===== config.mk =====
export PLATFORM = sky130hd
export DESIGN_NAME = vga_timing_monitor
export DESIGN_NICKNAME = d
export VERILOG_FILES = /design/src/rtl/vga_timing_monitor.sv
export SDC_FILE = /design/constraint.sdc
export NUM_CORES = 1
export LEC_CHECK = 0
export BUFFER_PORTS_ARGS = -buffer_cell sky130_fd_sc_hd__buf_2
export CAP_MARGIN = 10
export CORE_ASPECT_RATIO = 0.8
export CORE_MARGIN = 5
export CORE_UTILIZATION = 59
export CTS_CLUSTER_SIZE = 40
export DETAILED_ROUTE_END_ITERATION = 10
export GPL_ROUTABILITY_DRIVEN = 0
export PLACE_DENSITY = 0.8
export SYNTH_ARGS = -nofsm -noshare
export SYNTH_HDL_FRONTEND = slang
export SYNTH_SLANG_ARGS = --single-unit

===== constraint.sdc =====
create_clock -name clk -period 4.4 [get_ports clk]
set_input_delay 0.66 -clock clk [delete_from_list [all_inputs] [get_ports clk]]
set_output_delay 0.66 -clock clk [all_outputs]
set_load 0.1 [all_outputs]

===== src/rtl/vga_timing_monitor.sv =====
// vga_timing_monitor
//   Passive monitor on a VGA-style pixel stream. Measures line length, active
//   pixels per line, lines per frame and active lines per frame at every
//   vsync assertion. Reports the result with a one-cycle frame_valid pulse and
//   raises locked once the geometry has repeated LOCK_FRAMES times.
//   Lock losses and sync timeouts from the locked state are counted in
//   err_count.
//   Optional feature macro: VGA_MON_CHECKSUM_EN adds a per-frame pixel checksum
//   output, frame_sum.
module vga_timing_monitor #(
  parameter bit HS_POL      = 1'b0,
  parameter bit VS_POL      = 1'b0,
  parameter int LOCK_FRAMES = 2
) (
  input  logic        clk,
  input  logic        reset,
  input  logic        vga_hs,
  input  logic        vga_vs,
  input  logic        vga_de,
  input  logic [7:0]  vga_r,
  input  logic [7:0]  vga_g,
  input  logic [7:0]  vga_b,
  output logic [11:0] meas_h_total,
  output logic [11:0] meas_h_active,
  output logic [11:0] meas_v_total,
  output logic [11:0] meas_v_active,
  output logic        frame_valid,
  output logic        locked,
  output logic [7:0]  err_count
`ifdef VGA_MON_CHECKSUM_EN
  ,
  output logic [31:0] frame_sum
`endif
);

  localparam logic [11:0] CNT_MAX     = 12'hFFF;
  localparam logic [3:0]  LOCK_TARGET = 4'(LOCK_FRAMES);

  typedef enum logic [1:0] {
    ST_IDLE    = 2'd0,
    ST_MEASURE = 2'd1,
    ST_LOCKED  = 2'd2
  } state_t;

  // Saturating 12-bit increment used by all geometry counters.
  function automatic logic [11:0] sat_inc12(input logic [11:0] v);
    if (v == CNT_MAX) begin
      return v;
    end else begin
      return v + 12'd1;
    end
  endfunction

  // ---------------------------------------------------------------------------
  // Sync edge detection
  // ---------------------------------------------------------------------------
  logic w_hs_act;
  logic w_vs_act;
  logic w_hs_edge;
  logic w_vs_edge;
  logic r_hs_prev;
  logic r_vs_prev;

  assign w_hs_act  = (vga_hs == HS_POL);
  assign w_vs_act  = (vga_vs == VS_POL);
  assign w_hs_edge = w_hs_act & ~r_hs_prev;
  assign w_vs_edge = w_vs_act & ~r_vs_prev;

  // ---------------------------------------------------------------------------
  // Line / frame counters
  // ---------------------------------------------------------------------------
  logic [11:0] r_h_cnt;
  logic [11:0] r_de_cnt;
  logic [11:0] r_line_len;
  logic [11:0] r_prev_de;
  logic        r_have_prev;
  logic [11:0] r_last_act_de;
  logic [11:0] r_v_cnt;
  logic [11:0] r_v_act_cnt;
  logic        r_line_bad;

  logic        w_line_active;
  logic        w_line_mismatch;
  logic        w_timeout;

  // A line closes on hs_edge; it is active if it carried any de cycles.
  assign w_line_active   = w_hs_edge && (r_de_cnt != 12'd0);
  assign w_line_mismatch = w_line_active && r_have_prev && (r_de_cnt != r_prev_de);
  assign w_timeout       = (r_h_cnt == CNT_MAX) || (r_v_cnt == CNT_MAX);

  // Frame tuple as seen at this cycle; a line closing together with vs_edge
  // still belongs to the frame that is ending.
  logic [11:0] w_t_h_total;
  logic [11:0] w_t_h_active;
  logic [11:0] w_t_v_total;
  logic [11:0] w_t_v_active;
  logic        w_t_bad;
  logic [47:0] w_tuple;

  assign w_t_h_total  = w_hs_edge ? r_h_cnt : r_line_len;
  assign w_t_h_active = w_line_active ? r_de_cnt : r_last_act_de;
  assign w_t_v_total  = w_hs_edge ? sat_inc12(r_v_cnt) : r_v_cnt;
  assign w_t_v_active = w_line_active ? sat_inc12(r_v_act_cnt) : r_v_act_cnt;
  assign w_t_bad      = r_line_bad | w_line_mismatch;
  assign w_tuple      = {w_t_h_total, w_t_h_active, w_t_v_total, w_t_v_active};

  // Geometry counters: line length, de per line, line counts and consistency.
  always_ff @(posedge clk) begin
    if (reset) begin
      r_hs_prev     <= 1'b0;
      r_vs_prev     <= 1'b0;
      r_h_cnt       <= 12'd0;
      r_de_cnt      <= 12'd0;
      r_line_len    <= 12'd0;
      r_prev_de     <= 12'd0;
      r_have_prev   <= 1'b0;
      r_last_act_de <= 12'd0;
      r_v_cnt       <= 12'd0;
      r_v_act_cnt   <= 12'd0;
      r_line_bad    <= 1'b0;
    end else begin
      r_hs_prev <= w_hs_act;
      r_vs_prev <= w_vs_act;

      if (w_hs_edge) begin
        r_line_len <= r_h_cnt;
        r_h_cnt    <= 12'd1;
        r_de_cnt   <= 12'd0;
        r_v_cnt    <= sat_inc12(r_v_cnt);
        if (w_line_active) begin
          r_prev_de     <= r_de_cnt;
          r_have_prev   <= 1'b1;
          r_last_act_de <= r_de_cnt;
          r_v_act_cnt   <= sat_inc12(r_v_act_cnt);
        end
        if (w_line_mismatch) begin
          r_line_bad <= 1'b1;
        end
      end else begin
        r_h_cnt <= sat_inc12(r_h_cnt);
        if (vga_de) begin
          r_de_cnt <= sat_inc12(r_de_cnt);
        end
      end

      // Frame boundary: start a fresh frame (overrides the line updates above).
      if (w_vs_edge) begin
        r_v_cnt       <= 12'd0;
        r_v_act_cnt   <= 12'd0;
        r_line_bad    <= 1'b0;
        r_have_prev   <= 1'b0;
        r_last_act_de <= 12'd0;
      end
    end
  end

  // ---------------------------------------------------------------------------
  // Lock FSM
  // ---------------------------------------------------------------------------
  state_t      r_state;
  state_t      w_state_next;
  logic [3:0]  r_match_cnt;
  logic [3:0]  w_match_next;
  logic [3:0]  w_match_inc;
  logic [47:0] r_prev_t;
  logic        r_prev_valid;
  logic        w_prev_valid_next;
  logic        w_t_same;
  logic        w_capture;
  logic        w_locked_next;
  logic        w_err_inc;
  logic [7:0]  w_err_next;

  logic [11:0] r_meas_h_total;
  logic [11:0] r_meas_h_active;
  logic [11:0] r_meas_v_total;
  logic [11:0] r_meas_v_active;
  logic        r_frame_valid;
  logic        r_locked;
  logic [7:0]  r_err_count;

  assign w_t_same    = r_prev_valid && (w_tuple == r_prev_t) && !w_t_bad;
  assign w_match_inc = (r_match_cnt == 4'hF) ? r_match_cnt : (r_match_cnt + 4'd1);
  assign w_err_next  = (w_err_inc && (r_err_count != 8'hFF)) ? (r_err_count + 8'd1) : r_err_count;

  // Next-state and capture decisions for the lock FSM.
  always_comb begin
    w_state_next      = r_state;
    w_match_next      = r_match_cnt;
    w_prev_valid_next = r_prev_valid;
    w_capture         = 1'b0;
    w_locked_next     = r_locked;
    w_err_inc         = 1'b0;

    if (w_timeout) begin
      // Sync has stopped: drop back to IDLE, the next frame is partial again.
      w_state_next      = ST_IDLE;
      w_locked_next     = 1'b0;
      w_match_next      = 4'd0;
      w_prev_valid_next = 1'b0;
      w_err_inc         = (r_state == ST_LOCKED);
    end else begin
      case (r_state)
        ST_IDLE: begin
          if (w_vs_edge) begin
            w_state_next = ST_MEASURE;
            w_match_next = 4'd0;
          end else begin
            w_state_next = ST_IDLE;
          end
        end
        ST_MEASURE: begin
          if (w_vs_edge) begin
            w_capture         = 1'b1;
            w_prev_valid_next = 1'b1;
            if (w_t_same) begin
              w_match_next = w_match_inc;
              if (w_match_inc >= LOCK_TARGET) begin
                w_state_next  = ST_LOCKED;
                w_locked_next = 1'b1;
              end else begin
                w_state_next = ST_MEASURE;
              end
            end else begin
              w_match_next = 4'd0;
            end
          end else begin
            w_state_next = ST_MEASURE;
          end
        end
        ST_LOCKED: begin
          if (w_vs_edge) begin
            w_capture         = 1'b1;
            w_prev_valid_next = 1'b1;
            if (!w_t_same) begin
              w_state_next  = ST_MEASURE;
              w_locked_next = 1'b0;
              w_match_next  = 4'd0;
              w_err_inc     = 1'b1;
            end else begin
              w_state_next = ST_LOCKED;
            end
          end else begin
            w_state_next = ST_LOCKED;
          end
        end
        default: begin
          w_state_next      = ST_IDLE;
          w_locked_next     = 1'b0;
          w_match_next      = 4'd0;
          w_prev_valid_next = 1'b0;
        end
      endcase
    end
  end

  // FSM state, lock bookkeeping and registered measurement outputs.
  always_ff @(posedge clk) begin
    if (reset) begin
      r_state         <= ST_IDLE;
      r_match_cnt     <= 4'd0;
      r_prev_t        <= 48'd0;
      r_prev_valid    <= 1'b0;
      r_meas_h_total  <= 12'd0;
      r_meas_h_active <= 12'd0;
      r_meas_v_total  <= 12'd0;
      r_meas_v_active <= 12'd0;
      r_frame_valid   <= 1'b0;
      r_locked        <= 1'b0;
      r_err_count     <= 8'd0;
    end else begin
      r_state       <= w_state_next;
      r_match_cnt   <= w_match_next;
      r_prev_valid  <= w_prev_valid_next;
      r_frame_valid <= w_capture;
      r_locked      <= w_locked_next;
      r_err_count   <= w_err_next;
      if (w_capture) begin
        r_prev_t        <= w_tuple;
        r_meas_h_total  <= w_t_h_total;
        r_meas_h_active <= w_t_h_active;
        r_meas_v_total  <= w_t_v_total;
        r_meas_v_active <= w_t_v_active;
      end
    end
  end

  assign meas_h_total  = r_meas_h_total;
  assign meas_h_active = r_meas_h_active;
  assign meas_v_total  = r_meas_v_total;
  assign meas_v_active = r_meas_v_active;
  assign frame_valid   = r_frame_valid;
  assign locked        = r_locked;
  assign err_count     = r_err_count;

  // ---------------------------------------------------------------------------
  // Optional per-frame pixel checksum
  // ---------------------------------------------------------------------------
`ifdef VGA_MON_CHECKSUM_EN
  logic [31:0] r_acc;
  logic [31:0] w_acc_now;
  logic [31:0] r_frame_sum;

  // A de pixel coinciding with vs_edge is still part of the ending frame.
  assign w_acc_now = r_acc + (vga_de ? {8'h00, vga_r, vga_g, vga_b} : 32'd0);

  // Accumulate de pixels; restart at each frame and publish with meas_*.
  always_ff @(posedge clk) begin
    if (reset) begin
      r_acc       <= 32'd0;
      r_frame_sum <= 32'd0;
    end else begin
      if (w_vs_edge) begin
        r_acc <= 32'd0;
      end else begin
        r_acc <= w_acc_now;
      end
      if (w_capture) begin
        r_frame_sum <= w_acc_now;
      end
    end
  end

  assign frame_sum = r_frame_sum;
`else
  // Pixel data is only consumed by the checksum; tie it off here.
  logic w_unused_pix;
  assign w_unused_pix = ^{vga_r, vga_g, vga_b};
`endif

endmodule


Yosys cells after proc, flatten, opt, wreduce, memory -nomap -nowiden. Cells that the tools add are included.

Output and inout port bits: 58. Logic and storage cells: 115. Input bits: 29. Flip-flop bits (word level): 201.

Bitwise gates (word level): 9. $lt $le $gt $ge: 1. Equal/unequal tests: 19. Multiplexer cells: 37. Add/subtract/negate cells: 6. Reduce and logical (&&, ||, !) cells: 20.

Operator list (count): $mux W12 (6); $add A12 B1 Y12 const B (4); $eq A12 B12 Y1 const B (4); $eq A48 B48 Y1 (1); $mux W4 (6); $mux W1 (16); $ne A2 B2 Y1 const B (7); $ne A12 B12 Y1 (1); $pmux W4 S3 (1); $reduce_bool A12 Y1 (1); $mux W2 (5); $add A8 B1 Y8 const B (1); $ne A8 B8 Y1 const B (1); $reduce_and A2 Y1 (4); $reduce_or A2 Y1 (4); $logic_and A1 B1 Y1 (6); $not A1 Y1 (6); $pmux W2 S3 (1); $reduce_and A6 Y1 (1); $add A4 B1 Y4 const B (1); $eq A4 B4 Y1 const B (1); $ge A4 B2 Y1 const B (1); $reduce_and A4 Y1 (1); $ne A3 B3 Y1 const B (1); other kinds (10) (11).

Depth between registers and ports, before layout. Gate-level depths: netlist (run 1).

Word-level depth: 13. Mapped depth: 14. Depth with buffers taken out: 12.

Worst setup path before layout (run 1). No wires, ideal clock.

Kind: input-to-reg. Start point: in vga_hs. End point: reg r_match_cnt[3]. Buffers on the path: 1. Data arrival time: 3.180 ns. Stages: 11. Library setup time: 0.129 ns. Required time: 4.271 ns. Setup slack: 1.091 ns. Cell sequence: or2_0 clkbuf_1 a31oi_4 nand3_1 a221o_1 or4_4 nor4_4 nand4b_2 a2bb2oi_4 mux2i_1 nor2_1.

Longest elaborated chain between the ends: 11. Elaborated cells between the ends (all ways): 19. Those cells by class: eq/ne (2); mux (7); bitwise (3); reduce/logical (7).

Ends and longest elaborated chain: start, declared (line 17) `input logic vga_hs,`; $not A1 Y1 (*) (line 64) `assign w_hs_act = (vga_hs == HS_POL);`; $and A1 B1 Y1 (*) (line 66) `assign w_hs_edge = w_hs_act & ~r_hs_prev;`; parallel branches: the longest is 5 deep, another holds $eq A48 B48 Y1; $logic_and A1 B1 Y1 (*) (line 182) `assign w_t_same = r_prev_valid && (w_tuple == r_prev_t) && !w_t_bad;`; $mux W4 (line 216) `if (w_t_same) begin`; $mux W4 (line 213) `if (w_vs_edge) begin`; $pmux W4 S3 (line 203) `case (r_state)`; end signal, assigned (line 273) `r_match_cnt <= w_match_next;`; end, declared (line 162) `logic [3:0] r_match_cnt;`.

Every way passes the cells marked *. The select of a mux whose other input is x is not followed. A chain may end at the register's enable or synchronous reset.

Worst setup path in the final report (run 1).
Start point: reg r_de_cnt[1]. End point: reg r_match_cnt[3].

Longest elaborated chain between the ends: 10. Elaborated cells between the ends (all ways): 17. Those cells by class: eq/ne (3); mux (5); bitwise (1); reduce/logical (8).

Ends and longest elaborated chain: start, declared (line 73) `logic [11:0] r_de_cnt;`; start signal, assigned (line 142) `r_de_cnt <= sat_inc12(r_de_cnt);`; parallel branches: the longest is 6 deep, another holds $eq A48 B48 Y1; $logic_and A1 B1 Y1 (*) (line 182); $mux W4 (line 216); $mux W4 (line 213); $pmux W4 S3 (line 203).

Marks and branches as above.

==> impl_metrics.env, run 1 <==
export IMPL_critPathMaxFanout=9
export IMPL_slowest_stage="nor4b_4"
export IMPL_synthTopCellsByArea="dfxtp_1, nor2_1, xor2_1"
export IMPL_postRouteAntennaNets=0
export IMPL_setup_tns_final_ns=0
export IMPL_synthDistinctLibCells=82
export IMPL_syn_avg_cell_area_um2=8.223
export IMPL_cts_root_buf="clkbuf_16"
export IMPL_num_rows=38
export IMPL_grt_pass1_wl_mm=34.07
export IMPL_yosysTopAreaCell="dfxtp_1"
export IMPL_critPathMaxStageDelay_ns=0.58
export IMPL_wl_per_cell_um=17.32
export IMPL_start_util_pct=59.30
export IMPL_drt_iter0_drc=884
export IMPL_setup_viol=0
export IMPL_cp_data_required_time_ns=4.70
export IMPL_synth_fp_nets=1008
export IMPL_cts_max_path_buffers=2
export IMPL_die_y_um=113.8
export IMPL_postCtsSetupBuffers=0
export IMPL_drc=0
export IMPL_worstSetupPathType="flip-flop to flip-flop"
export IMPL_critPathCaptureType="flip-flop"
export IMPL_antenna_found_initial=0
export IMPL_synth_edf_count=0
export IMPL_max_slew_margin_pct=23.23
export IMPL_die_w_um=139.8
export IMPL_drive_above_1_share_pct=13.88
export IMPL_clock_sinks=153
export IMPL_synth_seq_area_share_pct=38.52
export IMPL_crit_arrival_ns=4.27
export IMPL_route_vias_total=7321
export IMPL_critPathTopFamily="simple AND/OR/NAND/NOR gates"
export IMPL_p_leak_uw=0.003405
export IMPL_diodes=0
export IMPL_syn_cell_area_um2=7951
export IMPL_async_flop_share_pct=0
export IMPL_gr_usage_all_layers_pct=26.25
export IMPL_port_buffers=62
export IMPL_grt_max_degree=63
export IMPL_viasPerCell=6.086
export IMPL_power_uw=3322
export IMPL_crit_chain="inv_1 -> ha_1 -> nor4b_4 -> nand3_2 -> a221o_1 -> a2111oi_1 -> nand4_1 -> nor4_2 -> nand4b_2 -> a2bb2oi_4 -> mux2i_1 -> nor2_1"
export IMPL_cts_tree="built"
export IMPL_drv_cap=0
export IMPL_synth_seq_cells=153
export IMPL_core_area_um2=13410
export IMPL_start_kind="flip-flop"
export IMPL_rsz0062_at_grt="false"
export IMPL_cts_repair_resized=0
export IMPL_cts_hold_buf=0
export IMPL_synth_main_ff_cell="dfxtp_1"
export IMPL_hold_viol=0
export IMPL_syn_to_final_growth_pct=13.28
export IMPL_clkTransAtPathRegs_ns=0.07
export IMPL_crit_buf_inv=1
export IMPL_fp_dieArea_um2=15910
export IMPL_slew_violations=0
export IMPL_ios=87
export IMPL_finalCriticalPeriod_ns=3.971
export IMPL_insertion_delay_ns=0.42
export IMPL_drt_pass1_iter_count=5
export IMPL_netlist_instances=967
export IMPL_hpwl_mm=14.50
export IMPL_fin_crit_sh_pct=90.25
export IMPL_finalNetCount=1051
export IMPL_hold_class="input port to flip-flop"
export IMPL_power_density_nw_per_um2=368.8
export IMPL_h_tree_depth=4
export IMPL_post_route_util_pct=67.18
export IMPL_worst_pin_slew_ns=1.152
export IMPL_cts_buffers=17
export IMPL_synth_warnings=0
export IMPL_max_freq_mhz=251.8
export IMPL_overflow=0
export IMPL_grt_pass1_vias=6600
export IMPL_routed_wl_mm=20.83
export IMPL_peakVddDrop_v=0.0003005
export IMPL_outcome="finished clean"
export IMPL_synth_top_area_share_pct=38.52
export IMPL_clock_skew_ns=0.009972
## kinds of logic after synthesis
group,synth area share (%)
fa+ha+maj,1.888
flops,38.52
xor+xnor,7.160
mux,3.556
buf+inv,4.658
compound gates,17.89
simple gates,26.33
## where the power goes
| group | switching [µW] | internal (µW) | total, µW |
|---|---|---|---|
| logic | 317 | 123 | 440 |
| registers | 37.6 | 1410 | 1450 |
| clock network | 594 | 836 | 1430 |
## state kept, by name, summed over array words and instances (netlist names), 2 cells and up
register       count
r_prev_de         12
r_de_cnt          12
err_count          8
r_last_act_de     12
r_v_cnt           12
r_prev_t          48
r_state            2
r_v_act_cnt       12
r_match_cnt        4
r_line_len        12
r_h_cnt           12
## through the flow
step	worst slack [ns]	hold WS (ns)	instance area (µm²)	cells
3_3_place_gp	0.5081	0.4546	8431	1171
4_1_cts	0.5199	0.4057	9007	1203
6_report	0.4288	0.4269	9007	1203
3_5_place_dp	0.4903	0.4603	8431	1171
2_1_floorplan	1.091	0.4394	7951	967
5_1_grt	0.1101	0.4311	9007	1203
## synth_stat cells (10+ instances only)
cell,instances
mux2i_1,26
nand3_1,29
o21ai_0,16
xnor2_1,28
clkbuf_1,44
inv_1,34
nor2b_1,12
xor2_1,37
dfxtp_1,153
a22oi_1,11
nor4_1,11
nand2_1,50
a21oi_1,61
a211oi_1,32
and3_1,14
nor3_1,28
nor2_1,169
nand4_1,25
or3_1,10
nand2b_1,17
ha_1,12
buf_2,10
## cells in the final DEF, fill, tap and decap left out, types with 7 or more instances in the layout
master     count
ha_1          12
o21ai_0       16
or3_1         10
a21oi_1       61
nor3_1        28
nand4_1       25
nor4_1        11
a211oi_1      32
xnor2_1       28
a22oi_1       11
nand3_1       29
buf_4         19
nand2_1       50
inv_1         34
o22ai_1        7
buf_2         62
mux2i_1       26
xor2_1        37
nand2b_1      17
nor2b_1       12
and3_1        13
clkbuf_16     17
a31oi_1        9
dfxtp_1      153
nor2_1       168
## path summary, 6_finish.rpt
kind                 from  slack (ns)             end  cells after the start
max           r_de_cnt[1]        0.43  r_match_cnt[3]                     12
min reg2reg  r_prev_de[0]        0.47    r_prev_de[0]                      2
max reg2reg   r_de_cnt[1]        0.43  r_match_cnt[3]                     12
min                vga_vs        0.43       r_vs_prev                      2
## cell type report
| type | instances | area [µm²] |
|---|---|---|
| multi-input cells | 721 | 4522 |
| fillers | 1109 | 4400 |
| flip-flops and latches | 153 | 3063 |
| repair buffers | 83 | 493.0 |
| clock buffers | 18 | 429.2 |
| well taps | 180 | 225.2 |
| clock inverters | 14 | 147.6 |
| inverters | 34 | 127.6 |
## routing by layer
layer / global-route usage (%) / routed length, µm
met1: 37.34 / 9596
met2: 40.60 / 9187
met3: 5.993 / 1733
met4: 6.714 / 314
met5: 0 / 0
No activity file was read; power rests on OpenSTA's default activity.
==> run 2, diff against run 1 <==
--- a/config.mk
+++ b/config.mk
@@ -5,15 +5,16 @@
 export SDC_FILE = /design/constraint.sdc
 export NUM_CORES = 1
 export LEC_CHECK = 0
+export ABC_AREA = 1
 export BUFFER_PORTS_ARGS = -buffer_cell sky130_fd_sc_hd__buf_2
 export CAP_MARGIN = 10
 export CORE_ASPECT_RATIO = 0.8
 export CORE_MARGIN = 5
-export CORE_UTILIZATION = 59
+export CORE_UTILIZATION = 60
 export CTS_CLUSTER_SIZE = 40
 export DETAILED_ROUTE_END_ITERATION = 10
 export GPL_ROUTABILITY_DRIVEN = 0
-export PLACE_DENSITY = 0.8
+export PLACE_DENSITY = 0.81
 export SYNTH_ARGS = -nofsm -noshare
 export SYNTH_HDL_FRONTEND = slang
 export SYNTH_SLANG_ARGS = --single-unit
==> run 2 against run 1 <==
  * Design area grew 3.0%
  * Register-to-register slack improved by 0.69 ns
  * Fmax increased by 21%
  * Clock-buffer cell count is 4 higher
  * Critical endpoint is now err_count[6]
  * Via count rose by 13%
  * Hold slack worse by 0.019 ns
  * Non-clock buffer count is 15 lower
==> impl_metrics.env, run 2 <==
export IMPL_outcome="finished clean"
export IMPL_postRouteAntennaNets=0
export IMPL_insertion_delay_ns=0.43
export IMPL_netlist_top_cells_count="nand2_1, dfxtp_1, inv_1"
export IMPL_post_synth_top_count_cell="nand2_1"
export IMPL_worstSetupPathType="flip-flop to flip-flop"
export IMPL_largest_register_ffs=48
export IMPL_p_leak_uw=0.004296
export IMPL_overflow=0
export IMPL_final_cell_mix="nand2_1, dfxtp_1, inv_1"
export IMPL_crit_arrival_ns=3.64
export IMPL_port_buffers=62
export IMPL_seq_area_um2=3063
export IMPL_final_common_cell="nand2_1"
export IMPL_crit_buf_inv=2
export IMPL_p_int_uw=2508
export IMPL_slowest_stage="buf_4"
export IMPL_start_kind="flip-flop"
export IMPL_wl_per_cell_um=13.97
export IMPL_cp_common_cell="nand2_1"
export IMPL_peakVddDrop_v=0.0002972
export IMPL_start_util_pct=61.46
export IMPL_diodes=0
export IMPL_crit_start="r_de_cnt[0]"
export IMPL_critPathMaxFanout=37
export IMPL_critPathTopFamily="simple AND/OR/NAND/NOR gates"
export IMPL_grt_pass1_wl_mm=35.57
export IMPL_hold_viol=0
export IMPL_synthTopCellsByArea="dfxtp_1, nand2_1, nand3_1"
export IMPL_power_density_nw_per_um2=405.1
export IMPL_hpwl_mm=15.09
export IMPL_cp_endpoint="err_count[6]"
export IMPL_final_cells=1531
export IMPL_routed_wl_mm=21.40
export IMPL_worst_pin_slew_ns=0.8910
export IMPL_worst_r2r_path_depth=21
export IMPL_rr_endpoint="err_count[6]"
export IMPL_cts_max_path_buffers=2
export IMPL_synth_seq_area_share_pct=36.65
export IMPL_power_frac_comb_pct=21.7
export IMPL_drc=0
export IMPL_cts_repair_resized=0
export IMPL_cts_hold_buf=0
export IMPL_synth_edf_count=0
export IMPL_netlist_instances=1295
export IMPL_die_y_um=115.6
export IMPL_rsz0062_at_grt="false"
export IMPL_drive_above_1_share_pct=10.73
export IMPL_syn_cell_area_um2=8358
export IMPL_synth_seq_cells=153
export IMPL_worstReg2RegStart="r_de_cnt[0]"
export IMPL_max_slew_margin_pct=40.52
export IMPL_critPathCaptureType="flip-flop"
export IMPL_route_vias_total=8247
export IMPL_num_rows=38
export IMPL_synth_fp_nets=1336
export IMPL_multi_input_area_um2=4423
export IMPL_ios=87
export IMPL_cp_data_required_time_ns=4.76
export IMPL_cts_root_buf="clkbuf_16"
export IMPL_switching_power_uw=1252
export IMPL_slew_violations=0
export IMPL_synth_top_area_share_pct=36.65
export IMPL_grt_max_degree=54
export IMPL_fin_crit_sh_pct=74.51
export IMPL_cts_buffers=17
export IMPL_finalCriticalPeriod_ns=3.278
export IMPL_sw_frac_of_total_pct=33.30
export IMPL_placedCellCount=1500
export IMPL_drt_iter0_drc=743
export IMPL_clock_skew_ns=0.006935
export IMPL_cts_tree="built"
export IMPL_synth_warnings=0
export IMPL_drv_cap=0
export IMPL_gr_usage_all_layers_pct=26.77
export IMPL_fp_dieArea_um2=16410
export IMPL_finalNetCount=1380
export IMPL_hold_class="input port to flip-flop"
export IMPL_largest_register="r_prev_t"
export IMPL_synthDistinctLibCells=43
export IMPL_drt_pass1_iter_count=6
export IMPL_clock_sinks=153
export IMPL_die_w_um=142.0
export IMPL_fill_cells=1212
export IMPL_synth_main_ff_cell="dfxtp_1"
export IMPL_grt_pass1_vias=7433
export IMPL_reg2reg_setup_slack_ns=1.12
export IMPL_seqPwrFrac_pct=40.2
export IMPL_h_tree_depth=4
export IMPL_clkTransAtPathRegs_ns=0.06
export IMPL_syn_avg_cell_area_um2=6.454
export IMPL_max_freq_mhz=305.0
export IMPL_syn_to_final_growth_pct=11.05
export IMPL_crit_chain="inv_1 -> ha_1 -> nand3_2 -> nor2_4 -> nand2_4 -> nand2_4 -> buf_4 -> nand2_1 -> nand2_1 -> nand2_1 -> nand2_1 -> nand3_1 -> nor2_1 -> nand3_1 -> nor2_2 -> nand3_2 -> nand2_2 -> nand2_4 -> nand2_4 -> nand2_1 -> a21oi_1"
export IMPL_core_area_um2=13600
export IMPL_setup_viol=0
export IMPL_yosysTopAreaCell="dfxtp_1"
export IMPL_setup_tns_final_ns=0
export IMPL_async_flop_share_pct=0
export IMPL_clkPwrFrac_pct=38.2
export IMPL_critPathMaxStageDelay_ns=0.39
export IMPL_antenna_found_initial=0
export IMPL_postCtsSetupBuffers=0
export IMPL_post_route_util_pct=68.26
export IMPL_cp_depth=21
export IMPL_viasPerCell=5.387
==> run 2: cell types whose count changed in the layout (fill, tap and decap cells not counted), sizes merged, moves of 18 or more <==
cell    before  now
mux2i       26    0
nand2       51  373
nand3       30  131
a211oi      33    2
inv         36  167
o21ai       22   63
a21oi       61  103
nor2       169  142
xor2        37   19
==> run 2: worst min path at each step <==
stage                startpoint           to  slack [ns]  cells past startpoint
CTS                      vga_vs    r_vs_prev        0.40                      2
global placement    r_have_prev  r_have_prev        0.44                      2
global route             vga_vs    r_vs_prev        0.40                      2
detailed placement       locked       locked        0.45                      2
floorplan           r_have_prev  r_have_prev        0.44                      2
finish                   vga_vs    r_vs_prev        0.41                      2
==> run 2: kinds of logic after synthesis <==
logic type	Yosys count	synth area share, %
and+or+nand+nor	711	37.17
buffers and inverters	214	10.43
AOI/OAI and AO/OA	175	10.72
adders and majority gates	12	1.796
xor gates and xnor gates	30	3.234
DFF	153	36.65
==> run 2: power groups by stage <==
stage	combinational, µW	clock (µW)	sequential (µW)
2_1_floorplan	393	0	1800
3_3_place_gp	793	0	1540
3_5_place_dp	804	0	1540
4_1_cts	810	1440	1510
5_1_grt	886	1510	1520
6_report	814	1440	1510
==> run 2: per-stage QoR <==
| stage | worst slack, ns | instance area, µm² | hold slack (ns) | power [µW] |
|---|---|---|---|---|
| 6_report | 1.122 | 9281 | 0.4077 | 3760 |
| 3_5_place_dp | 0.9285 | 8710 | 0.4460 | 2343 |
| 5_1_grt | 0.7355 | 9281 | 0.4024 | 3914 |
| 3_3_place_gp | 0.9729 | 8710 | 0.4434 | 2330 |
| 2_1_floorplan | 1.869 | 8358 | 0.4362 | 2189 |
| 4_1_cts | 1.136 | 9281 | 0.4001 | 3761 |
==> run 2: metal layers <==
| metal | global-route usage, % | vias to the layer above | wire length [µm] |
|---|---|---|---|
| li1 | - | 4234 | - |
| met1 | 36.18 | 3682 | 9966 |
| met2 | 42.29 | 280 | 9380 |
| met3 | 6.601 | 51 | 1539 |
| met4 | 9.079 | 0 | 510 |
| met5 | 0 | - | 0 |
==> run 2: layout make-up <==
class | count | share of cell area, %
Clock buffer | 22 | 5.109
Multi-Input combinational cell | 928 | 47.65
Sequential cell | 153 | 33.00
Timing Repair Buffer | 68 | 3.829
Tap cell | 180 | 2.427
Clock inverter | 9 | 1.051
Inverter | 171 | 6.929
==> run 3, diff against run 2 <==
--- a/config.mk
+++ b/config.mk
@@ -5,16 +5,16 @@
 export SDC_FILE = /design/constraint.sdc
 export NUM_CORES = 1
 export LEC_CHECK = 0
-export ABC_AREA = 1
+export ABC_AREA = 0
 export BUFFER_PORTS_ARGS = -buffer_cell sky130_fd_sc_hd__buf_2
 export CAP_MARGIN = 10
 export CORE_ASPECT_RATIO = 0.8
 export CORE_MARGIN = 5
-export CORE_UTILIZATION = 60
+export CORE_UTILIZATION = 59
 export CTS_CLUSTER_SIZE = 40
 export DETAILED_ROUTE_END_ITERATION = 10
 export GPL_ROUTABILITY_DRIVEN = 0
-export PLACE_DENSITY = 0.81
+export PLACE_DENSITY = 0.8
 export SYNTH_ARGS = -nofsm -noshare
 export SYNTH_HDL_FRONTEND = slang
 export SYNTH_SLANG_ARGS = --single-unit
==> constraint.sdc (replaced) <==
create_clock -name clk -period 3.05 [get_ports clk]
set_input_delay 0.4575 -clock clk [delete_from_list [all_inputs] [get_ports clk]]
set_output_delay 0.4575 -clock clk [all_outputs]
set_load 0.1 [all_outputs]
==> run 3 against run 2 <==
  * The run now ends with setup timing left
  * Die area fell by 3.0%
  * Combinational power fell by 7.9%
  * Clock power rose by 55%
  * Core utilization rose by 10 points
  * Global-route usage rose by 2.6 points
  * Largest power group is now clock
  * Highest routed layer unchanged
==> impl_metrics.env, run 3 (synthesis gave the netlist of run 1 again) <==
export IMPL_outcome="finished with violations"
export IMPL_violations="setup timing"
export IMPL_ios=87
export IMPL_switching_power_uw=1401
export IMPL_setup_tns_final_ns=-2.886
export IMPL_gr_usage_all_layers_pct=29.36
export IMPL_final_common_cell="nor2_1"
export IMPL_critPathMaxStageDelay_ns=0.36
export IMPL_finalCriticalPeriod_ns=3.443
export IMPL_start_kind="flip-flop"
export IMPL_seqPwrFrac_pct=41.2
export IMPL_clock_sinks=153
export IMPL_largest_register_ffs=48
export IMPL_cp_common_cell="buf_4"
export IMPL_insertion_delay_ns=0.43
export IMPL_overflow=0
export IMPL_max_slew_margin_pct=42.50
export IMPL_crit_arrival_ns=3.79
export IMPL_cts_hold_buf=0
export IMPL_diodes=0
export IMPL_setup_slack_ns=-0.3930
export IMPL_worstSetupPathType="flip-flop to flip-flop"
export IMPL_final_design_area_no_fill_um2=10520
export IMPL_placedCellCount=1291
export IMPL_h_tree_depth=4
export IMPL_drt_iter0_drc=971
export IMPL_power_frac_comb_pct=14.8
export IMPL_finalNetCount=1188
export IMPL_max_freq_mhz=290.4
export IMPL_hold_class="input port to flip-flop"
export IMPL_antenna_found_initial=0
export IMPL_p_int_uw=3667
export IMPL_slowest_stage="dfxtp_4"
export IMPL_port_buffers=62
export IMPL_postRouteAntennaNets=0
export IMPL_place_area_um2=9373
export IMPL_route_vias_total=8378
export IMPL_core_area_um2=13410
export IMPL_hpwl_mm=16.37
export IMPL_die_w_um=139.8
export IMPL_clkPwrFrac_pct=44.0
export IMPL_grt_max_degree=45
export IMPL_routed_wl_mm=25.72
export IMPL_die_y_um=113.8
export IMPL_sw_frac_of_total_pct=27.65
export IMPL_post_route_util_pct=78.49
export IMPL_grt_pass1_wl_mm=38.01
export IMPL_fin_crit_sh_pct=112.9
export IMPL_cts_buffers=17
export IMPL_clkTransAtPathRegs_ns=0.06
export IMPL_rsz0062_at_grt="true"
export IMPL_largest_register="r_prev_t"
export IMPL_num_rows=38
export IMPL_final_cells=1339
export IMPL_syn_to_final_growth_pct=32.35
export IMPL_crit_chain="inv_4 -> ha_4 -> nor4b_4 -> buf_4 -> a31o_4 -> buf_6 -> buf_6 -> nor4_4 -> mux2_4 -> xor2_2 -> nor4_4 -> buf_4 -> nand4b_4 -> a2bb2oi_4 -> buf_4 -> o21ai_2 -> a21oi_1"
export IMPL_cts_tree="built"
export IMPL_drv_cap=0
export IMPL_start_util_pct=59.30
export IMPL_cts_root_buf="clkbuf_16"
export IMPL_clock_skew_ns=0.008974
export IMPL_viasPerCell=6.257
export IMPL_setup_viol=15
export IMPL_slew_violations=0
export IMPL_power_density_nw_per_um2=481.6
export IMPL_final_cell_mix="nor2_1, dfxtp_1, buf_4"
export IMPL_wl_per_cell_um=19.21
export IMPL_cts_max_path_buffers=2
export IMPL_p_leak_uw=0.004226
export IMPL_worst_pin_slew_ns=0.8594
export IMPL_grt_pass1_vias=7711
export IMPL_peakVddDrop_v=0.0004212
export IMPL_hold_viol=0
export IMPL_drc=0
export IMPL_critPathMaxFanout=7
export IMPL_fp_dieArea_um2=15910
export IMPL_drive_above_1_share_pct=28.56
export IMPL_cp_data_required_time_ns=3.40
export IMPL_critPathCaptureType="flip-flop"
export IMPL_drt_pass1_iter_count=8
run 3: cell types whose count changed in the layout (fill, tap and decap cells not counted), sizes merged, moves of 18 or more:
cell and delta:
xor2 +18, nand3 -101, o21ai -41, nor2 +27, inv -130, a21oi -42, a211oi +31, nand2 -322
buf +152, mux2i +26
run 3: worst paths after layout:
kind	startpoint	endpoint	slack [ns]	cells after the start
worst max-delay path	r_de_cnt[0]	r_match_cnt[1]	-0.39	17
worst min-delay path	vga_vs	r_vs_prev	0.22	2
worst max register to register	r_de_cnt[0]	r_match_cnt[1]	-0.39	17
worst min register to register	r_prev_de[1]	r_prev_de[1]	0.48	2
run 3: worst max-delay path: cells and delay by family, from the launching register on:
family          cells  cell delay [ns]
fa+ha+maj           1             0.15
xor+xnor            1             0.16
flops               1             0.36
simple gates        4             0.82
buf+inv             6             0.76
mux                 1             0.36
compound gates      4             0.76
run 3: what timing repair did:
item / CTS / global route
resized for setup: 34 / 45
pin swaps: 28 / 31
setup buffers: 8 / 9
setup endpoints to repair: 15 / 15
run 3: final cells by class:
| class | instances | area, µm² |
|---|---|---|
| inverters | 34 | 130.1 |
| clock buffers | 19 | 442.9 |
| fillers | 873 | 2884 |
| multi-input cells | 721 | 4917 |
| repair buffers | 220 | 1567 |
| flip-flops and latches | 153 | 3070 |
| well taps | 180 | 225.2 |
| clock inverters | 12 | 171.4 |
run 3: routing by layer:
metal / global-route usage (%) / routed length, µm / vias up
met5: 0 / 0 / -
met4: 13.30 / 1142 / 0
met3: 6.580 / 2277 / 112
met2: 46.97 / 11700 / 524
met1: 38.18 / 10600 / 3933
li1: - / - / 3809
run 3: metrics by stage:
step | power [µW] | worst slack, ns | hold slack [ns]
finish | 5068 | -0.3930 | 0.2154
global route | 5205 | -0.5048 | 0.2203
CTS | 5037 | -0.2885 | 0.2011
detailed placement | 2812 | -0.3940 | 0.4583
global placement | 2799 | -0.4074 | 0.4546
floorplan | 2624 | 0.004310 | 0.4394
run 3: power groups by stage:
stage | Combinational, µW | Sequential [µW] | Clock, µW
2_1_floorplan | 310 | 2310 | 0
3_3_place_gp | 671 | 2130 | 0
3_5_place_dp | 682 | 2130 | 0
4_1_cts | 708 | 2090 | 2240
5_1_grt | 785 | 2100 | 2320
6_report | 750 | 2090 | 2230
